File: config.mk
export PLATFORM = sky130hd
export DESIGN_NAME = exception_ctrl_flat
export DESIGN_NICKNAME = d
export VERILOG_FILES = /design/src/rtl/exc_pkg.sv /design/src/rtl/exception_ctrl_if.sv /design/src/rtl/exc_sat_counter.sv /design/src/rtl/exception_ctrl.sv /design/src/flat_wrapper.sv
export SDC_FILE = /design/constraint.sdc
export NUM_CORES = 1
export LEC_CHECK = 0
export BUFFER_PORTS_ARGS = -buffer_cell sky130_fd_sc_hd__clkbuf_2
export CAP_MARGIN = 0
export CORE_ASPECT_RATIO = 0.7
export CORE_MARGIN = 2
export CORE_UTILIZATION = 40
export DETAILED_ROUTE_END_ITERATION = 10
export HOLD_SLACK_MARGIN = 0.12
export MAX_ROUTING_LAYER = met4
export PLACE_DENSITY = 0.69
export SETUP_SLACK_MARGIN = 0.4
export SLEW_MARGIN = 20
export SYNTH_ARGS = -nofsm -noshare
export SYNTH_HDL_FRONTEND = slang
export SYNTH_SLANG_ARGS = --single-unit
File: constraint.sdc
create_clock -name clk -period 2.2 [get_ports clk]
set_input_delay 0.33 -clock clk [delete_from_list [all_inputs] [get_ports clk]]
set_output_delay 0.33 -clock clk [all_outputs]
set_load 0.01 [all_outputs]
File: src/rtl/exc_pkg.sv
// Shared types and constants for the exception control stage.
package exc_pkg;

  typedef enum logic [1:0] {
    RUN     = 2'd0,
    HANDLER = 2'd1,
    FAULT   = 2'd2
  } exc_state_e;

  localparam logic [3:0] ESR_IRQ      = 4'b0001;
  localparam logic [3:0] ESR_NOTINSTR = 4'b0010;
  localparam logic [3:0] ESR_BADERET  = 4'b0011;

  typedef enum logic [1:0] {
    SYS_ELR  = 2'b00,
    SYS_ESR  = 2'b01,
    SYS_CNT  = 2'b10,
    SYS_STAT = 2'b11
  } sys_sel_e;

  function automatic logic is_irq(input logic [3:0] estatus);
    return estatus == ESR_IRQ;
  endfunction

endpackage

File: src/rtl/exception_ctrl_if.sv
// Decoder-facing bundle of the exception control stage (exception inputs,
// redirect/squash outputs, interrupt gating and MRS readout).
interface exception_ctrl_if #(parameter int N = 64);
  logic         ExtIRQ_i;
  logic         IRQ_o;
  logic         Exc_i;
  logic [3:0]   EStatus_i;
  logic         ERet_i;
  logic [N-1:0] PC_i;
  logic [1:0]   SysSel_i;
  logic         ExcRedirect_o;
  logic         ERetRedirect_o;
  logic [N-1:0] RedirectPC_o;
  logic         Squash_o;
  logic         ExcAck_o;
  logic         InHandler_o;
  logic         Fault_o;
  logic [N-1:0] SysReg_o;

  modport slave (
    input  ExtIRQ_i, Exc_i, EStatus_i, ERet_i, PC_i, SysSel_i,
    output IRQ_o, ExcRedirect_o, ERetRedirect_o, RedirectPC_o, Squash_o,
           ExcAck_o, InHandler_o, Fault_o, SysReg_o
  );

  modport master (
    output ExtIRQ_i, Exc_i, EStatus_i, ERet_i, PC_i, SysSel_i,
    input  IRQ_o, ExcRedirect_o, ERetRedirect_o, RedirectPC_o, Squash_o,
           ExcAck_o, InHandler_o, Fault_o, SysReg_o
  );
endinterface

File: src/rtl/exc_sat_counter.sv
// Saturating up-counter of exceptions taken; holds at all-ones.
module exc_sat_counter #(
  parameter int CNT_W = 16
) (
  input  logic             clk,
  input  logic             reset,
  input  logic             inc_i,
  output logic [CNT_W-1:0] cnt_o
);

  logic [CNT_W-1:0] cnt_q, cnt_d;

  always_comb begin
    cnt_d = cnt_q;
    if (inc_i && (cnt_q != {CNT_W{1'b1}})) cnt_d = cnt_q + 1'b1;
  end

  always_ff @(posedge clk) begin
    if (reset) cnt_q <= '0;
    else       cnt_q <= cnt_d;
  end

  assign cnt_o = cnt_q;

endmodule

File: src/rtl/exception_ctrl.sv
// Exception control stage: latches ELR/ESR, redirects PC, masks ExtIRQ in handler.
// Optional exception counter enabled by defining EXC_COUNT_EN.
module exception_ctrl
  import exc_pkg::*;
#(
  parameter int          N          = 64,
  parameter logic [63:0] EXC_VECTOR = 64'h0000_0000_0000_00D8,
  parameter int          CNT_W      = 16
) (
  input logic              clk,
  input logic              reset,
  exception_ctrl_if.slave  bus
);

  localparam logic [N-1:0] VEC = N'(EXC_VECTOR);

  exc_state_e   state_q, state_d;
  logic [N-1:0] elr_q, elr_d;
  logic [3:0]   esr_q, esr_d;
  logic         irq_pend_q, irq_pend_d;

  logic exc_redir, eret_redir, squash, ack, cnt_inc;
  logic [CNT_W-1:0] exc_cnt;

  always_comb begin
    state_d    = state_q;
    elr_d      = elr_q;
    esr_d      = esr_q;
    irq_pend_d = irq_pend_q;
    exc_redir  = 1'b0;
    eret_redir = 1'b0;
    squash     = 1'b0;
    ack        = 1'b0;
    cnt_inc    = 1'b0;

    if (bus.ExtIRQ_i && (state_q != RUN)) irq_pend_d = 1'b1;

    case (state_q)
      RUN: begin
        // A return with no handler active is itself an exception.
        if (bus.Exc_i || bus.ERet_i) begin
          exc_redir = 1'b1;
          squash    = 1'b1;
          cnt_inc   = 1'b1;
          elr_d     = bus.PC_i;
          esr_d     = bus.Exc_i ? bus.EStatus_i : ESR_BADERET;
          state_d   = HANDLER;
          if (bus.Exc_i && is_irq(bus.EStatus_i)) begin
            ack        = 1'b1;
            irq_pend_d = 1'b0;
          end
        end
      end
      HANDLER: begin
        if (bus.Exc_i) begin
          exc_redir = 1'b1;
          squash    = 1'b1;
          state_d   = FAULT;
        end else if (bus.ERet_i) begin
          eret_redir = 1'b1;
          state_d    = RUN;
        end
      end
      FAULT: begin
        exc_redir = 1'b1;
        squash    = 1'b1;
      end
      default: state_d = RUN;
    endcase
  end

  always_ff @(posedge clk) begin
    if (reset) begin
      state_q    <= RUN;
      elr_q      <= '0;
      esr_q      <= '0;
      irq_pend_q <= 1'b0;
    end else begin
      state_q    <= state_d;
      elr_q      <= elr_d;
      esr_q      <= esr_d;
      irq_pend_q <= irq_pend_d;
    end
  end

`ifdef EXC_COUNT_EN
  exc_sat_counter #(.CNT_W(CNT_W)) u_cnt (
    .clk   (clk),
    .reset (reset),
    .inc_i (cnt_inc),
    .cnt_o (exc_cnt)
  );
`else
  assign exc_cnt = '0;
`endif

  assign bus.IRQ_o          = (bus.ExtIRQ_i | irq_pend_q) & (state_q == RUN);
  assign bus.ExcRedirect_o  = exc_redir;
  assign bus.ERetRedirect_o = eret_redir;
  assign bus.RedirectPC_o   = eret_redir ? elr_q : VEC;
  assign bus.Squash_o       = squash;
  assign bus.ExcAck_o       = ack;
  assign bus.InHandler_o    = (state_q == HANDLER);
  assign bus.Fault_o        = (state_q == FAULT);

  always_comb begin
    bus.SysReg_o = '0;
    case (sys_sel_e'(bus.SysSel_i))
      SYS_ELR:  bus.SysReg_o = elr_q;
      SYS_ESR:  bus.SysReg_o = N'(esr_q);
      SYS_CNT:  bus.SysReg_o = N'(exc_cnt);
      SYS_STAT: bus.SysReg_o = N'({(state_q == FAULT), (state_q == HANDLER)});
      default:  bus.SysReg_o = '0;
    endcase
  end

endmodule
File: src/flat_wrapper.sv
// flat-port wrapper written by rule: the top's interface ports become plain ports
module exception_ctrl_flat import exc_pkg::*;
#(
  parameter int          N          = 64,
  parameter logic [63:0] EXC_VECTOR = 64'h0000_0000_0000_00D8,
  parameter int          CNT_W      = 16
)
  (clk, reset, bus_ExtIRQ_i, bus_Exc_i, bus_EStatus_i, bus_ERet_i, bus_PC_i, bus_SysSel_i, bus_IRQ_o, bus_ExcRedirect_o, bus_ERetRedirect_o, bus_RedirectPC_o, bus_Squash_o, bus_ExcAck_o, bus_InHandler_o, bus_Fault_o, bus_SysReg_o);
  exception_ctrl_if #(.N(N)) bus_i ();
  input logic clk;
  input logic reset;
  input wire logic [$bits(bus_i.ExtIRQ_i)-1:0] bus_ExtIRQ_i;
  input wire logic [$bits(bus_i.Exc_i)-1:0] bus_Exc_i;
  input wire logic [$bits(bus_i.EStatus_i)-1:0] bus_EStatus_i;
  input wire logic [$bits(bus_i.ERet_i)-1:0] bus_ERet_i;
  input wire logic [$bits(bus_i.PC_i)-1:0] bus_PC_i;
  input wire logic [$bits(bus_i.SysSel_i)-1:0] bus_SysSel_i;
  output wire logic [$bits(bus_i.IRQ_o)-1:0] bus_IRQ_o;
  output wire logic [$bits(bus_i.ExcRedirect_o)-1:0] bus_ExcRedirect_o;
  output wire logic [$bits(bus_i.ERetRedirect_o)-1:0] bus_ERetRedirect_o;
  output wire logic [$bits(bus_i.RedirectPC_o)-1:0] bus_RedirectPC_o;
  output wire logic [$bits(bus_i.Squash_o)-1:0] bus_Squash_o;
  output wire logic [$bits(bus_i.ExcAck_o)-1:0] bus_ExcAck_o;
  output wire logic [$bits(bus_i.InHandler_o)-1:0] bus_InHandler_o;
  output wire logic [$bits(bus_i.Fault_o)-1:0] bus_Fault_o;
  output wire logic [$bits(bus_i.SysReg_o)-1:0] bus_SysReg_o;
  assign bus_i.ExtIRQ_i = bus_ExtIRQ_i;
  assign bus_i.Exc_i = bus_Exc_i;
  assign bus_i.EStatus_i = bus_EStatus_i;
  assign bus_i.ERet_i = bus_ERet_i;
  assign bus_i.PC_i = bus_PC_i;
  assign bus_i.SysSel_i = bus_SysSel_i;
  assign bus_IRQ_o = bus_i.IRQ_o;
  assign bus_ExcRedirect_o = bus_i.ExcRedirect_o;
  assign bus_ERetRedirect_o = bus_i.ERetRedirect_o;
  assign bus_RedirectPC_o = bus_i.RedirectPC_o;
  assign bus_Squash_o = bus_i.Squash_o;
  assign bus_ExcAck_o = bus_i.ExcAck_o;
  assign bus_InHandler_o = bus_i.InHandler_o;
  assign bus_Fault_o = bus_i.Fault_o;
  assign bus_SysReg_o = bus_i.SysReg_o;
  exception_ctrl #(.N(N), .EXC_VECTOR(EXC_VECTOR), .CNT_W(CNT_W)) u_core (.clk(clk), .reset(reset), .bus(bus_i));
endmodule
==> impl_metrics.ini <==
[run_status]
outcome = complete, no violations

[clocking]
htree_levels = 3
clock-sinks = 71
ctsLongestPathBuffers = 2
clkSlewWorstSetupHoldPaths_ns = 0.06
numCtsBuffers = 9
ctsHoldBuffers = 0
cts_tree = yes
clockRootBuffer = clkbuf_16
clkLatencyLatePin_ns = 0.33

[yosys]
synthFlopType = dfxtp_1
syn_nets = 557
ys_types = 29
syn-instance-count = 482
netlist_area_um2 = 3847
ys_ff_latch = 71
ys_seq_area_share_pct = 36.94
synth.avg_cell_area_um2 = 7.982
async_flop_share_pct = 0
yosysWarnings = 0
synth_edf_count = 0

[power]
p_total_mw = 3.855
p_per_area_nw_per_um2 = 664.3
p_leak_nw = 2.690
ir_worst_vdd_uv = 411.2

[die]
initial_core_util_pct = 41.75
die_w_um = 121.2
die_h_um = 86.06
io_pins = 210
dieArea_um2 = 10430
core_um2 = 9216
rows = 29

[final_layout]
fin_util_pct = 62.97
insertedDiodeCount = 0
final_nets = 751
layout_commonest_cell = clkbuf_2
syn_to_final_growth_pct = 50.83
drive_gt1_share_pct = 43.17
layout_common_cells = clkbuf_2, and2_1, dfxtp_1
fin_cells = 805
final_area_um2 = 5803

[setup_path]
path_buf_inv = 3
critPathSlowestCell = dfxtp_4
worst-endpoint-required_ns = 1.87
r2r_cells = 5
cp_cell_sequence = nor2b_4, and3_4, buf_12, buf_6, and2_1, clkbuf_2
reg2reg_from = u_core.state_q[1]
cp_top_family = simple AND/OR/NAND/NOR gates
reg2reg_to = u_core.elr_q[45]
crit_type = flip-flop to primary output
r2r_setup_slack_ns = 0.67
crit_path_start_kind = flip-flop
critPathArrivalTime_ns = 1.63
crit_path_max_fanout = 8
critPathCaptureType = primary output
cp_slowest_stage_delay_ns = 0.36

[global_routing]
grt_pass1_vias = 3643
grt_overflow = 0
grt_max_degree = 75
antenna_found_initial = 0
grt_pass1_wl_mm = 17.84
grt_usage_pct = 21.93

[route]
drc = 0
via_per_inst = 5.153
num_vias = 4148
wl_mm = 12.91
first_pass_iters = 5
wire_per_inst_um = 16.04
ant_nets = 0
drt_iter0_markers = 263

[sta]
rsz0062_at_grt = yes
skew_ns = 0.007290
finalSetupViolCount = 0
min_period_over_period_pct = 89.19
period_needed_ns = 1.962
tightest_slew_ns = 0.6873
relSlewSlack_pct = 54.18
hold_viol_final = 0
whs_ns = 0.2494
finalSetupTns_ns = 0
report.final.slew_viol_count = 0
fmax_mhz = 509.7
setup_ws_ns = 0.2379

[min_path]
min_path_type = input port to flip-flop
hold_end = u_core.elr_q[38]
timing.hold.worst_path_depth = 3
hold_start = bus_PC_i[38]

[placed_design]
pre_cts_ws_ns = 0.4151
placed_cell_area_um2 = 4912
dpl.hpwl_mm = 7.958
dp_cells = 772
gp_congestion = 0.8511
port_buffers = 209

[job]
drv_cap = 0
==> worst reg2reg max path, stage by stage, from the launching register on <==
cell	delay, ns
dfxtp_4	0.37
buf_4	0.14
or2_4	0.38
buf_12	0.24
o21ai_0	0.18
a21oi_1	0.09
==> registers in the layout (all words and copies together) (netlist names) <==
| signal | count |
|---|---|
| u_core.elr_q | 64 |
| u_core.esr_q | 4 |
| u_core.irq_pend_q | 1 |
| u_core.state_q | 2 |
==> Yosys cell counts, types with 5 or more instances <==
| library cell | count | area share (%) |
|---|---|---|
| nand3b_1 | 64 | 12 |
| a21oi_1 | 68 | 8.8 |
| nor2_1 | 8 | 0.78 |
| nand2b_1 | 5 | 0.81 |
| clkbuf_1 | 30 | 2.9 |
| clkbuf_2 | 8 | 1.0 |
| o21ai_0 | 50 | 6.5 |
| dfxtp_1 | 71 | 37 |
| and2_1 | 120 | 20 |
| o21ai_1 | 16 | 2.1 |
| buf_4 | 7 | 1.4 |
==> repair_timing <==
item | CTS | global route
gates cloned | 1 | 7
setup endpoints to repair | 68 | 67
buffers inserted | 3 | 6
pin swaps | 1 | 13
resized for setup | 15 | 108
==> area by class of cell <==
| class | count | area (um^2) |
|---|---|---|
| Clock buffer | 12 | 266.5 |
| Clock inverter | 4 | 51.30 |
| Fill cell | 815 | 3413 |
| Inverter | 4 | 15.01 |
| Multi-Input combinational cell | 354 | 2272 |
| Sequential cell | 71 | 1429 |
| Tap cell | 124 | 155.1 |
| Timing Repair Buffer | 236 | 1614 |
==> logic make-up (layout without fill, tap and decap cells) <==
group	after synthesis	in the layout	synth area share [%]
AND/OR/NAND/NOR	210	210	35.81
AO/OA/AOI/OAI	139	139	18.57
flip-flops	71	71	36.94
buffers and inverters	57	256	7.415
multiplexers	4	4	1.041
XOR/XNOR	1	1	0.2277
==> worst max path at each step <==
stage                 startpoint                   end  slack (ns)  cells after the start
2_1_floorplan  u_core.state_q[0]   bus_RedirectPC_o[0]        0.65                      5
3_3_place_gp   u_core.state_q[0]  bus_RedirectPC_o[35]        0.49                      5
3_5_place_dp   u_core.state_q[0]  bus_RedirectPC_o[35]        0.42                      5
4_1_cts        u_core.state_q[0]  bus_RedirectPC_o[35]        0.28                      5
5_1_grt        u_core.state_q[0]  bus_RedirectPC_o[28]        0.19                      6
6_report       u_core.state_q[0]  bus_RedirectPC_o[28]        0.24                      6
==> where the power goes <==
part | switching (mW) | internal, mW
Clock | 0.538 | 0.972
Sequential | 0.0968 | 1.42
Combinational | 0.457 | 0.374
Total | 1.09 | 2.76
==> layer usage <==
metal | GRT usage, % | share of wire [%] | vias to the layer above
met5 | - | 0 | -
met2 | 36.16 | 48 | 162
li1 | - | - | 2021
met4 | 5.747 | 0.77 | 0
met1 | 26.73 | 43 | 1955
met3 | 5.851 | 7.8 | 10
No activity file was read; power rests on OpenSTA's default activity.
